<file path="config.mk">
export PLATFORM = sky130hd
export DESIGN_NAME = font_arbiter
export DESIGN_NICKNAME = d
export VERILOG_FILES = /design/src/rtl/font_arbiter.sv
export SDC_FILE = /design/constraint.sdc
export NUM_CORES = 1
export LEC_CHECK = 0
export ABC_AREA = 1
export BUFFER_PORTS_ARGS = -buffer_cell sky130_fd_sc_hd__buf_4
export CORE_MARGIN = 1.5
export CORE_UTILIZATION = 30
export CTS_CLUSTER_SIZE = 14
export DETAILED_ROUTE_END_ITERATION = 7
export PLACE_DENSITY = 0.72
export SLEW_MARGIN = 5
export SYNTH_ARGS = -nofsm -noshare
export SYNTH_HDL_FRONTEND = slang
export SYNTH_SLANG_ARGS = --single-unit
</file>
<file path="constraint.sdc">
create_clock -name clk_i -period 1.5 [get_ports clk_i]
set_input_delay 0.15 -clock clk_i [delete_from_list [all_inputs] [get_ports clk_i]]
set_output_delay 0.15 -clock clk_i [all_outputs]
set_load 0.005 [all_outputs]
</file>
<file path="src/rtl/font_arbiter.sv">
// Shares the single-port font glyph ROM between the display pipeline (full glyphs,
// strict priority) and a host port that reads back one glyph row per handshake.
module font_arbiter #(
    parameter int ADDR_W       = 7,
    parameter int GLYPH_W      = 128,
    parameter int ROW_W        = 8,
    parameter int STARVE_LIMIT = 8
) (
    input  logic               clk_i,
    input  logic               rst_i,
    input  logic               disp_req_i,
    input  logic [ADDR_W-1:0]  disp_char_i,
    output logic               disp_valid_o,
    output logic [GLYPH_W-1:0] disp_glyph_o,
    input  logic               host_req_i,
    input  logic [ADDR_W-1:0]  host_char_i,
    input  logic [3:0]         host_row_i,
    output logic               host_ack_o,
    output logic [ROW_W-1:0]   host_data_o,
    output logic               host_starve_o,
    output logic [ADDR_W-1:0]  font_addr_o,
    input  logic [GLYPH_W-1:0] font_dout_i
);

    localparam int ROWS  = GLYPH_W / ROW_W;
    localparam int CNT_W = $clog2(STARVE_LIMIT + 1);
    localparam logic [CNT_W-1:0] C_LIMIT = CNT_W'(STARVE_LIMIT);

    logic              w_grantDisp;
    logic              w_grantHost;
    logic [ADDR_W-1:0] w_grantChar;
    logic [CNT_W-1:0]  w_starveNext;
    logic [ROW_W-1:0]  w_rows [ROWS];

    logic              r_grantDisp;
    logic              r_grantHost;
    logic [ADDR_W-1:0] r_grantChar;
    logic [3:0]        r_grantRow;
    logic              r_s1Disp;
    logic              r_s1Host;
    logic [3:0]        r_s1Row;
    logic              r_s2Disp;
    logic              r_s2Host;
    logic [3:0]        r_s2Row;
    logic [ADDR_W-1:0] r_fontAddr;
    logic              r_hostAck;
    logic [ROW_W-1:0]  r_hostData;
    logic              r_hostPending;
    logic [CNT_W-1:0]  r_starveCnt;

    for (genvar g = 0; g < ROWS; g++) begin : g_rows
        assign w_rows[g] = font_dout_i[g*ROW_W +: ROW_W];
    end

    // Display always wins; the host may hold only one read in flight at a time.
    always_comb begin
        w_grantDisp  = disp_req_i;
        w_grantHost  = !disp_req_i && host_req_i && !r_hostPending;
        w_grantChar  = disp_req_i ? disp_char_i : host_char_i;
        w_starveNext = r_starveCnt;
        if (!host_req_i || w_grantHost) begin
            w_starveNext = '0;
        end else if (disp_req_i && !r_hostPending && (r_starveCnt != C_LIMIT)) begin
            w_starveNext = r_starveCnt + 1'b1;
        end
    end

    always_ff @(posedge clk_i) begin
        if (rst_i) begin
            r_grantDisp   <= 1'b0;
            r_grantHost   <= 1'b0;
            r_grantChar   <= '0;
            r_grantRow    <= '0;
            r_s1Disp      <= 1'b0;
            r_s1Host      <= 1'b0;
            r_s1Row       <= '0;
            r_s2Disp      <= 1'b0;
            r_s2Host      <= 1'b0;
            r_s2Row       <= '0;
            r_fontAddr    <= '0;
            r_hostAck     <= 1'b0;
            r_hostData    <= '0;
            r_hostPending <= 1'b0;
            r_starveCnt   <= '0;
        end else begin
            r_grantDisp <= w_grantDisp;
            r_grantHost <= w_grantHost;
            if (w_grantDisp || w_grantHost) begin
                r_grantChar <= w_grantChar;
            end
            if (w_grantHost) begin
                r_grantRow <= host_row_i;
            end

            // Address launches one edge after the grant, with its stage-1 tags.
            if (r_grantDisp || r_grantHost) begin
                r_fontAddr <= r_grantChar;
            end
            r_s1Disp <= r_grantDisp;
            r_s1Host <= r_grantHost;
            r_s1Row  <= r_grantRow;
            r_s2Disp <= r_s1Disp;
            r_s2Host <= r_s1Host;
            r_s2Row  <= r_s1Row;

            r_hostAck <= r_s2Host;
            if (r_s2Host) begin
                r_hostData <= w_rows[r_s2Row];
            end

            if (w_grantHost) begin
                r_hostPending <= 1'b1;
            end else if (r_hostAck) begin
                r_hostPending <= 1'b0;
            end
            r_starveCnt <= w_starveNext;
        end
    end

    assign disp_valid_o  = r_s2Disp;
    assign disp_glyph_o  = font_dout_i;
    assign host_ack_o    = r_hostAck;
    assign host_data_o   = r_hostData;
    assign host_starve_o = (r_starveCnt == C_LIMIT);
    assign font_addr_o   = r_fontAddr;

endmodule

</file>
### Word level (Yosys, flattened, before mapping)

Index checks and enable logic that the tools add are counted.

* register bits after elaboration: 46
* input bits: 150
* output and inout port bits: 146
* logic and storage cells: 38

* add/subtract/negate cells: 1
* magnitude comparators: 1
* equality and inequality tests: 2
* multiplexer cells: 6
* bitwise operators: 1
* reductions and logical operators: 12

Operator list (count)
* binary-select mux 8 bit (select 4 bit): 1
* 2-to-1 mux 8 bit: 2
* 2-to-1 mux 7 bit: 1
* greater-or-equal comparator 5 bit (second input constant): 1
* NOT 4 -> 5 bit: 1
* adder 4 x 1 -> 4 bit (second input constant): 1
* equality test 4 bit (second input constant): 1
* logical AND 1 bit: 4
* != test 4 bit (second input constant): 1
* zero test 1 bit: 3
* logical OR 1 bit: 3
* 2-to-1 mux 1 bit: 2
* nonzero test 2 bit: 1
* OR reduction 2 bit: 1

### Logic depth before layout (Yosys ltp)

Gate-level depths: netlist (run 1).

* depth in word-level cells: 5
* depth in mapped cells: 11
* mapped depth without buffers: 11

### Worst setup path before layout (run 1)

OpenSTA, ideal clock, no wires.

* path type: reg2reg
* from: register r_starveCnt[0]
* to: register r_starveCnt[2]
* library setup time: 0.115 ns
* data arrival time: 1.170 ns
* data required time: 1.385 ns
* slack: 0.214 ns
* cell stages (with the launch flop): 11
* path buffers: 0
* clock period less this slack: 1.286 ns
* cells stage by stage: dfxtp_1 -> inv_1 -> ha_1 -> nand2_1 -> nor2_1 -> nor2_4 -> nand2_4 -> nor2_1 -> a21oi_1 -> o21ai_0 -> inv_1

* word-level cells in the longest chain between the ends: 2
* elaborated cells between the ends (all ways): 3
* those cells by class: add/sub (1); eq/ne (1); reduce/logical (1)

Ends and longest elaborated chain
* from (decl): RTL line 49 `logic [CNT_W-1:0] r_starveCnt;`
* from (signal assigned): RTL line 116 `r_starveCnt <= w_starveNext;`
* branches (longest 2 deep; another with adder 4 x 1 -> 4 bit)

Parallel ways; which one is timed is not known.
A chain may end at the register's enable or synchronous reset.

### Final worst setup path (run 1)

* from: register r_starveCnt[0]
* to: output host_starve_o

* word-level cells in the longest chain between the ends: 1

Ends and longest elaborated chain
* equality test 4 bit: RTL line 124 `assign host_starve_o = (r_starveCnt == C_LIMIT);`
* to (decl): RTL line 20 `output logic host_starve_o,`

Every way passes these cells.

==> reports/metrics.yaml, run 1 <==
synth_nets: 781
grt_antenna_before_repair: 1
drt_met1_wl_mm: 6.03
crit_type: "reg2out"
fp-row-count: 41
worst_path_max_delay_cell: "sky130_fd_sc_hd__dfxtp_2"
main_combinational_cell_family_by_area_after_synthesis: "simple AND/OR/NAND/NOR gates"
synth_warnings: 0
register_area_sq_um: 926
timing.hold.ws_ns: 0.0775
top_level_ports: 296
cp-start-kind: "flop"
vias_in_the_first_global_route: 4063
maxSlewHeadroom_pct: 58.9
maximum_number_of_pins_on_one_net_before_global_route_repair: 40
clk_pin_slew_ns: 0.07
cts_tree: "yes"
finalCriticalPeriod_ns: 1.40
cts_sinks: 46
fp.dieW_microns: 117
route.detailed.wl_per_inst_microns: 15.3
drt.antenna.violating_nets: 0
dr_wl_met2_mm: 7.53
timing.critical_path.slowest_cell_delay_ns: 0.33
synth_seq_cells: 46
global_route.usage.total_pct: 20.3
synth_simple_gate_area_share_pct: 38.7
drt_pre_antenna_iters: 4
dp_worst_setup_slack_ns: 0.0622
fp.dieArea_sq_um: 13800
tightest_slew_ns: 0.616
final_critical_path_setup_slack_ns: 0.0974
globalplace.congestion: 0.858
grt_first_pass_wirelength_mm: 22.3
r2r_end: "host_data_o[0]"
multi_input_comb_area_sq_um: 1700
startpoint: "r_starveCnt[0]"
drv_cap: 0
fillCellCount: 1358
globalRouteOverflowTotal: 0
route.detailed.vias_per_inst: 4.41
met3RoutedLength_microns: 888
setup_viol_count_final: 0
drc: 0
chipHeight_microns: 117
totalNegativeSetupSlack_ns: 0
design.core.area_sq_um: 12700
ctsHoldBuffers: 0
detailedRoute.firstIterationViolations: 239
worst-r2r-setup-slack_ns: 0.12
worst_setup_path_end_kind: "output pin"
maximum_buffer_depth_of_the_clock_tree: 2
cts_htree_levels: 2
ys_seq_area_share_pct: 23.5
timing.fmax_mhz: 713
via_count: 4219
clock_insertion_delay_worst_skew_ns: 0.28
worstReg2RegStart: "r_s2Row[0]"
cellPowerDensity_nw_per_um2: 640
synthToLayoutAreaGrowth_pct: 40.1
netlist_area_sq_um: 3920
cts_made_buffers: 5
synthesis.area_per_instance_sq_um: 6.24
worst-endpoint-arrival_ns: 1.25
final_cell_area_sq_um: 5500
detailed_placement_wirelength_estimate_mm: 12.3
hold_path_class: "in2reg"
gate_count_of_the_mapped_netlist: 629
placedInstanceArea_sq_um: 5330
post_synth_mux_area_share_pct: 0
buffer_ports.inserted: 295
drive_gt1_share_pct: 41.8
maxSlewViolCount: 0
post-route-period-util_pct: 93.5
post_synth_num_cell_types: 25
static-leakage-power_uw: 0.00290
finalClockSkew_ns: 0.00671
timing.critical_path.to: "host_starve_o"
reg2reg_depth: 10
worst_ir_drop_vdd_uv: 475
crit_path_cell_trace: "inv_1 > ha_1 > nand2_1 > nor2_2 > buf_4"
synthAdderAreaFrac_pct: 0.638
status: "finished clean"
critical_path.max_fanout: 3
critical_path_required_ns: 1.35
routed_wirelength_mm: 14.6
clk_tree_root_cell: "sky130_fd_sc_hd__clkbuf_16"
synth_xor_xnor_area_share_pct: 0
nNetsFinal: 935
initial_core_util_pct: 31.0
synth_compound_area_share_pct: 3.86
final_hold_violations: 0
route.top_layer_used: "met4"
-- flip-flops by register name, indices dropped and copies added, names as in the netlist, 4 cells and up --
| signal | cells |
|---|---|
| r_grantRow | 4 |
| r_s2Row | 4 |
| host_data_o | 8 |
| r_starveCnt | 4 |
| r_s1Row | 4 |
| font_addr_o | 7 |
| r_grantChar | 7 |
-- stage by stage --
step / power, uW / utilization, % / cells
4_1_cts: 3570 / 43.2 / 955
3_3_place_gp: 2450 / 42.0 / 947
3_5_place_dp: 2450 / 42.0 / 947
6_report: 3520 / 43.4 / 957
2_1_floorplan: 1940 / - / 629
5_1_grt: 3730 / 43.4 / 957
-- cell type report --
| type | count | share of cell area, % |
|---|---|---|
| timing repair buffer | 308 | 42.9 |
| multi-input combinational | 382 | 30.9 |
| sequential | 46 | 16.8 |
| tap | 172 | 3.91 |
| inverter | 40 | 2.78 |
| clock buffer | 5 | 2.28 |
| clock inverter | 3 | 0.432 |
| antenna | 1 | 0.0455 |
-- cells by family (layout without fill, tap and decap cells) --
| group | count (synthesis) | after routing |
|---|---|---|
| simple gates | 356 | 356 |
| compound gates | 24 | 24 |
| other cells | 0 | 1 |
| fa+ha+maj | 2 | 2 |
| buf+inv | 201 | 356 |
| flops | 46 | 46 |
-- repair_timing --
| action | in CTS | in global routing |
|---|---|---|
| endpoints found under the setup margin | 0 | 11 |
| buffers inserted | 0 | 1 |
| gates resized for setup | 0 | 5 |
-- worst max-delay path: cells and delay by family (launching register included) --
kind,cells,cell delay [ns]
adder cells (fa/ha/maj),1,0.16
buffers and inverters,2,0.24
flip-flops,1,0.33
AND/OR/NAND/NOR,2,0.23
-- where the power goes --
part | total, uW | switching (uW) | internal, uW
clock network | 1110 | 482 | 623
logic | 1110 | 489 | 620
registers | 1310 | 30.1 | 1280
total | 3520 | 1000 | 2520
-- worst min-delay path by stage --
stage	depth (start not counted)	start	slack [ns]	end
3_3_place_gp	3	host_row_i[0]	0.37	r_grantRow[0]
4_1_cts	3	host_row_i[0]	0.07	r_grantRow[0]
5_1_grt	3	host_row_i[0]	0.07	r_grantRow[0]
2_1_floorplan	2	host_row_i[0]	0.28	r_grantRow[0]
3_5_place_dp	3	host_row_i[0]	0.37	r_grantRow[0]
6_report	3	host_row_i[0]	0.08	r_grantRow[0]
-- placed cells by master (no fill, tap or decap), types with 4 or more instances in the layout --
master / count
sky130_fd_sc_hd__o22ai_1: 4
sky130_fd_sc_hd__nand2_1: 200
sky130_fd_sc_hd__a311oi_1: 7
sky130_fd_sc_hd__dfxtp_1: 44
sky130_fd_sc_hd__buf_4: 303
sky130_fd_sc_hd__nand3_1: 104
sky130_fd_sc_hd__nor2_1: 42
sky130_fd_sc_hd__clkbuf_16: 5
sky130_fd_sc_hd__inv_1: 38
sky130_fd_sc_hd__a21oi_1: 11
-- layer usage --
layer  vias up  track usage (%)
met3        12             4.04
li1       2161                -
met1      1877             24.7
met4         0             4.01
met5         -                0
met2       169             36.9
-- synth_stat cells --
library cell	n	share of area [%]
sky130_fd_sc_hd__buf_1	2	0.19
sky130_fd_sc_hd__nand3_2	1	0.26
sky130_fd_sc_hd__inv_4	1	0.16
sky130_fd_sc_hd__nand4_1	1	0.16
sky130_fd_sc_hd__nor2_4	2	0.57
sky130_fd_sc_hd__buf_2	9	1.1
sky130_fd_sc_hd__or2_2	1	0.16
sky130_fd_sc_hd__o21ai_0	2	0.26
sky130_fd_sc_hd__ha_1	2	0.64
sky130_fd_sc_hd__a311oi_1	7	1.6
sky130_fd_sc_hd__buf_6	2	0.57
sky130_fd_sc_hd__nand3_1	104	13
sky130_fd_sc_hd__nand3_4	1	0.45
sky130_fd_sc_hd__nand2_1	200	19
sky130_fd_sc_hd__nand2_4	1	0.29
sky130_fd_sc_hd__a21oi_1	11	1.4
sky130_fd_sc_hd__clkbuf_1	8	0.77
sky130_fd_sc_hd__nor3_1	1	0.13
sky130_fd_sc_hd__dfxtp_1	46	23
sky130_fd_sc_hd__inv_2	1	0.096
sky130_fd_sc_hd__nand2_2	1	0.16
sky130_fd_sc_hd__buf_4	140	27
sky130_fd_sc_hd__nor2_1	43	4.1
sky130_fd_sc_hd__inv_1	38	3.6
sky130_fd_sc_hd__o22ai_1	4	0.64
No activity file was read; power rests on OpenSTA's default activity.
==> run 2, diff against run 1 <==
Settings changed: BUFFER_PORTS_ARGS -buffer_cell sky130_fd_sc_hd__buf_4 to default, CORE_MARGIN 1.5 to 10, DONT_BUFFER_PORTS from default to 1, PLACE_DENSITY 0.72 to 0.53, SKIP_LAST_GASP from default to 1.
==> run 2 against run 1 <==
  * Die area grew 31%
  * Critical endpoint unchanged
  * Total power shrank 17%
  * Non-clock buffer count shrank 285
  * Critical path type unchanged
  * Routed wire length shrank 2.1%
==> reports/metrics.yaml, run 2 (synthesis results as in run 1) <==
grt_antenna_before_repair: 1  # unchanged
route.detailed.wl_per_inst_microns: 21.4  # +40%
worst-r2r-setup-slack_ns: 0.11  # about the same
finalCoreUtilization_pct: 27.1  # -16 points
detailedRoute.firstIterationViolations: 229  # -4.2%
tightest_slew_ns: 0.889  # +0.273 ns
grt_first_pass_wirelength_mm: 20.5  # -7.7%
buffer_ports.inserted: 0  # -100%
timing.fmax_mhz: 700  # -1.8%
worst_path_max_delay_cell: "sky130_fd_sc_hd__dfxtp_2"
final_hold_violations: 0  # unchanged
flip_flop_count_of_the_largest_register_all_copies_and_words_added: 8  # unchanged
worst_setup_path_end_kind: "output pin"
critical_path.max_fanout: 3  # unchanged
cp-start-kind: "flop"
internal_power_uw: 2210  # -12%
layout.cells.most_common_list: "sky130_fd_sc_hd__nand2_1 (200), sky130_fd_sc_hd__nand3_1 (104), sky130_fd_sc_hd__dfxtp_1 (43)"
layout.cells.most_common: "sky130_fd_sc_hd__nand2_1"
clk_tree_root_cell: "sky130_fd_sc_hd__clkbuf_16"
design.core.area_sq_um: 12700  # +0.40%
global_route.usage.total_pct: 14.6  # -5.7 points
worst-endpoint-arrival_ns: 1.28  # +0.03 ns
dp_worst_setup_slack_ns: 0.0386  # -0.0235 ns
globalRouteOverflowTotal: 0  # unchanged
maximum_number_of_pins_on_one_net_before_global_route_repair: 59  # +48%
drc: 0  # unchanged
post-route-period-util_pct: 95.2  # +1.7 points
drv_cap: 0  # unchanged
maxSlewViolCount: 0  # unchanged
worst_ir_drop_vdd_uv: 385  # -19%
status: "finished clean"
top_level_ports: 296  # unchanged
chipHeight_microns: 134  # +14%
clock_insertion_delay_worst_skew_ns: 0.28  # about the same
placedCellCount: 651  # -31%
design_power_total_uw: 2930  # -17%
fp.dieArea_sq_um: 18100  # +31%
clock_power_share_pct: 40.3  # +8.9 points
hold_start: "host_row_i[0]"
synthToLayoutAreaGrowth_pct: -12.0
routed_wirelength_mm: 14.3  # -2.1%
setup_viol_count_final: 0  # unchanged
vias_in_the_first_global_route: 3262  # -20%
fp-row-count: 41  # unchanged
critical_path_required_ns: 1.35  # about the same
hold_path_class: "in2reg"
finalClockSkew_ns: 0.00322  # -0.00349 ns
drive_gt1_share_pct: 7.82  # -34 points
finalCriticalPeriod_ns: 1.43  # +0.0252 ns
timing.critical_path.slowest_cell_delay_ns: 0.33  # about the same
r2r_end: "font_addr_o[6]"
reg2reg_depth: 6  # -4
drt_pre_antenna_iters: 6  # +2
detailed_placement_wirelength_estimate_mm: 11.5  # -6.6%
fp.dieW_microns: 134  # +14%
globalplace.congestion: 0.829  # -3.4%
static-leakage-power_uw: 0.00158  # -46%
cellPowerDensity_nw_per_um2: 849  # +33%
whs_path_depth: 2  # -1
rsz0062_at_grt: "true"
layoutNonFillerInstCount: 671  # -30%
route.detailed.vias_per_inst: 4.98  # +13%
nNetsFinal: 650  # -30%
timing.hold.ws_ns: 0.00703  # -0.0705 ns
share_seq_of_total_power_pct: 44.9  # +7.8 points
crit_path_cell_trace: "inv_1 > ha_1 > nand2_1 > nor2_2 > buf_4"
initial_core_util_pct: 30.8  # -0.12 points
cts_htree_levels: 2  # unchanged
p_switching_uw: 726  # -27%
maximum_buffer_depth_of_the_clock_tree: 2  # unchanged
combinationalPowerShare_pct: 14.8  # -17 points
cts_made_buffers: 5  # unchanged
min_to: "r_grantRow[0]"
crit_type: "reg2out"
clk_pin_slew_ns: 0.06  # about the same
worstReg2RegStart: "r_grantHost"
power.switching_fraction_pct: 24.8  # -3.7 points
via_count: 3343  # -21%
antenna_cells_inserted: 0  # -1
maxSlewHeadroom_pct: 40.7  # -18 points
final_critical_path_setup_slack_ns: 0.0722  # -0.0252 ns
drt.antenna.violating_nets: 0  # unchanged
cts_tree: "yes"
cts_sinks: 46  # unchanged
run 2: area by class of cell:
| type | count | area, sq um |
|---|---|---|
| clock buffer | 8 | 166 |
| fill | 1487 | 9270 |
| inverter | 40 | 161 |
| tap | 172 | 215 |
| timing repair buffer | 23 | 283 |
| sequential | 46 | 927 |
| multi-input combinational | 382 | 1700 |
run 2: stage by stage:
step	setup TNS (ns)	instance area (sq um)
CTS	0	3340
global placement	0	3090
global route	-0.0261	3450
floorplan	0	3920
finish	0	3450
detailed placement	0	3090
run 2: worst max-delay path by stage:
stage,from,endpoint,slack (ns),cells past startpoint
2_1_floorplan,r_starveCnt[0],r_starveCnt[2],0.21,10
3_3_place_gp,r_s2Row[0],host_data_o[2],0.07,9
3_5_place_dp,r_s2Row[0],host_data_o[3],0.04,9
4_1_cts,r_s2Row[0],host_data_o[3],0.01,9
5_1_grt,r_s2Row[0],host_data_o[3],-0.03,9
6_report,r_starveCnt[0],host_starve_o,0.07,5
run 2: critical path: cells and delay by family, from the launching register on:
kind | cells | cell delay, ns
flops | 1 | 0.33
simple gates | 2 | 0.24
fa+ha+maj | 1 | 0.16
buf+inv | 2 | 0.26
run 2: layer usage:
metal | part of all wire (%) | up-vias | track usage (%)
met1 | 39 | 1527 | 16.4
li1 | - | 1584 | -
met2 | 50 | 221 | 26.0
met5 | 0.098 | - | 0
met4 | 0.68 | 2 | 2.18
met3 | 11 | 9 | 5.53
run 2: repair_timing:
| action | CTS | global route |
|---|---|---|
| setup buffers | 0 | 2 |
| pin swaps | 0 | 0 |
| hold endpoints to repair | 29 | 0 |
| hold buffers | 8 | 0 |
| setup endpoints to repair | 1 | 18 |
| gates resized for setup | 1 | 13 |
| cloned | 0 | 2 |
run 2: power groups by stage:
stage               Clock (uW)  Combinational [uW]  Sequential [uW]
floorplan                    0                 613             1330
global placement             0                 386             1340
detailed placement           0                 394             1340
CTS                       1220                 417             1320
global route              1270                 503             1320
finish                    1180                 434             1320
==> run 3, diff against run 2 <==
Settings changed: CORE_ASPECT_RATIO from default to 1.25.
==> run 3 against run 2 <==
  * Setup slack better by 0.019 ns
  * Critical path depth is 1 lower
  * Non-clock buffer count increased by 2
  * Clock power down 10%
  * Routed wire length increased by 3.2%
  * Combinational power fell by 2%
  * Via count decreased by 0.96%
  * Final area shrank 0.83%
  * Critical endpoint is now r_hostPending
  * Highest routed layer unchanged
==> reports/metrics.yaml, run 3 (synthesis results as in run 1) <==
register_area_sq_um: 925  # -0.27%
flip_flop_count_of_the_largest_register_all_copies_and_words_added: 8  # unchanged
static-leakage-power_uw: 0.00156  # -1.1%
cp-start-kind: "flop"
fp.dieArea_sq_um: 18100  # +0.16%
cellPowerDensity_nw_per_um2: 818  # -3.6%
drive_gt1_share_pct: 8.20  # +0.38 points
crit_type: "reg2reg"
maxSlewViolCount: 0  # unchanged
cp.buffers_inverters: 2  # unchanged
hold_start: "host_row_i[3]"
finalCriticalPeriod_ns: 1.41  # -0.0195 ns
cts_sinks: 46  # unchanged
share_seq_of_total_power_pct: 47.0  # +2.1 points
nNetsFinal: 652  # +0.31%
worstReg2RegStart: "r_hostPending"
worst-endpoint-arrival_ns: 1.63  # +0.35 ns
critical_path.max_fanout: 4  # +1
rsz0062_at_grt: "true"
layout.cells.most_common_list: "sky130_fd_sc_hd__nand2_1 (200), sky130_fd_sc_hd__nand3_1 (104), sky130_fd_sc_hd__dfxtp_1 (43)"
critical_path_required_ns: 1.72  # +0.37 ns
drt.antenna.violating_nets: 0  # unchanged
post-route-period-util_pct: 93.9  # -1.3 points
totalNegativeSetupSlack_ns: 0  # unchanged
placedInstanceArea_sq_um: 3120  # +0.89%
maximum_number_of_pins_on_one_net_before_global_route_repair: 44  # -25%
p_switching_uw: 742  # +2.1%
clk_tree_root_cell: "sky130_fd_sc_hd__clkbuf_16"
detailed_placement_wirelength_estimate_mm: 12.5  # +8.7%
cts_tree: "yes"
timing.critical_path.slowest_cell_delay_ns: 0.56  # +0.23 ns
hold_path_class: "in2reg"
timing.hold.ws_ns: 0.00153  # -0.00550 ns
global_route.usage.total_pct: 15.3  # +0.75 points
drc: 0  # unchanged
fp.dieW_microns: 122  # -9.0%
buffer_ports.inserted: 0  # unchanged
final_hold_violations: 0  # unchanged
clk_pin_slew_ns: 0.06  # about the same
worst_setup_path_end_kind: "flop"
internal_power_uw: 2060  # -6.6%
final_critical_path_setup_slack_ns: 0.0916  # +0.0195 ns
combinationalPowerShare_pct: 15.2  # +0.4 points
detailedRoute.firstIterationViolations: 161  # -30%
grt_antenna_before_repair: 5  # +4
power.switching_fraction_pct: 26.5  # +1.7 points
routed_wirelength_mm: 14.8  # +3.2%
route.detailed.vias_per_inst: 4.93  # -0.96%
initial_core_util_pct: 30.7  # -0.13 points
startpoint: "r_hostPending"
fp-row-count: 46  # +12%
route.detailed.wl_per_inst_microns: 22.0  # +3.2%
status: "finished clean"
fillCellCount: 1467  # -1.3%
drv_cap: 0  # unchanged
globalRouteOverflowTotal: 0  # unchanged
layout.cells.most_common: "sky130_fd_sc_hd__nand2_1"
maxSlewHeadroom_pct: 43.5  # +2.8 points
top_level_ports: 296  # unchanged
maximum_buffer_depth_of_the_clock_tree: 2  # unchanged
worst_path_max_delay_cell: "sky130_fd_sc_hd__dlygate4sd3_1"
final_cell_area_sq_um: 3420  # -0.83%
dp_worst_setup_slack_ns: 0.0717  # +0.0330 ns
clock_insertion_delay_worst_skew_ns: 0.28  # about the same
synthToLayoutAreaGrowth_pct: -12.8
globalplace.congestion: 0.846  # +2.0%
timing.fmax_mhz: 710  # +1.4%
vias_in_the_first_global_route: 3333  # +2.2%
multi_input_comb_area_sq_um: 1700  # +0.29%
chipHeight_microns: 148  # +10%
path_delay_family: "buffers and inverters"
design_power_total_uw: 2800  # -4.4%
cts_htree_levels: 2  # unchanged
design.core.area_sq_um: 12800  # +0.43%
cts_made_buffers: 5  # unchanged
crit_path_cell_trace: "inv_2 > or2_2 > a21oi_1 > dlygate4sd3_1"
drt_pre_antenna_iters: 4  # -2
tightest_slew_ns: 0.848  # -0.0413 ns
clock_power_share_pct: 37.9  # -2.4 points
via_count: 3311  # -0.96%
grt_first_pass_wirelength_mm: 21.2  # +3.1%
worst_ir_drop_vdd_uv: 524  # +36%
finalClockSkew_ns: 0.00641  # +0.00319 ns
setup_viol_count_final: 0  # unchanged
==> run 3: cell type report <==
class,count,area share [%]
Clock inverter,1,0.219
Clock buffer,6,3.76
Multi-Input combinational cell,382,49.8
Sequential cell,46,27.0
Inverter,40,4.57
Timing Repair Buffer,25,8.30
Antenna cell,3,0.219
Tap cell,168,6.14
==> run 3: worst register-to-register path, cell delays in order, from the launching register on <==
cell and delay (ns):
sky130_fd_sc_hd__dfxtp_1 0.32, sky130_fd_sc_hd__inv_2 0.07, sky130_fd_sc_hd__or2_2 0.28, sky130_fd_sc_hd__a21oi_1 0.13, sky130_fd_sc_hd__dlygate4sd3_1 0.56
==> run 3: final timing paths <==
path	to	slack, ns	cells past startpoint
max	r_hostPending	0.09	4
min	r_grantRow[3]	0.002	2
min reg2reg	r_s2Host	0.41	2
max reg2reg	r_hostPending	0.09	4
==> run 3: per-layer routing <==
metal | global-route usage (%) | share of wire [%] | up-vias
li1 | - | - | 1589
met1 | 15.6 | 36 | 1483
met2 | 28.2 | 51 | 225
met3 | 7.20 | 12 | 12
met4 | 2.42 | 0.92 | 2
met5 | 0 | 0.088 | -
==> run 3: repair_timing <==
action                                  4_1_cts  5_1_grt
pin swaps                                     0        3
buffers inserted                              0        5
endpoints found under the setup margin        1       11
hold endpoints to repair                     29        0
gates resized for setup                       1       13
gates cloned                                  0        0
hold buffers                                  8        0
==> run 3: per-stage QoR <==
stage,cells,util [%]
finish,671,26.8
floorplan,629,-
global placement,648,24.4
CTS,663,26.1
global route,669,26.8
detailed placement,648,24.4
==> run 3: power by group through the flow <==
| stage | Clock [uW] | Sequential [uW] | Combinational, uW |
|---|---|---|---|
| finish | 1060 | 1320 | 425 |
| global route | 1170 | 1330 | 491 |
| CTS | 1090 | 1320 | 417 |
| detailed placement | 0 | 1350 | 396 |
| global placement | 0 | 1340 | 385 |
| floorplan | 0 | 1330 | 613 |
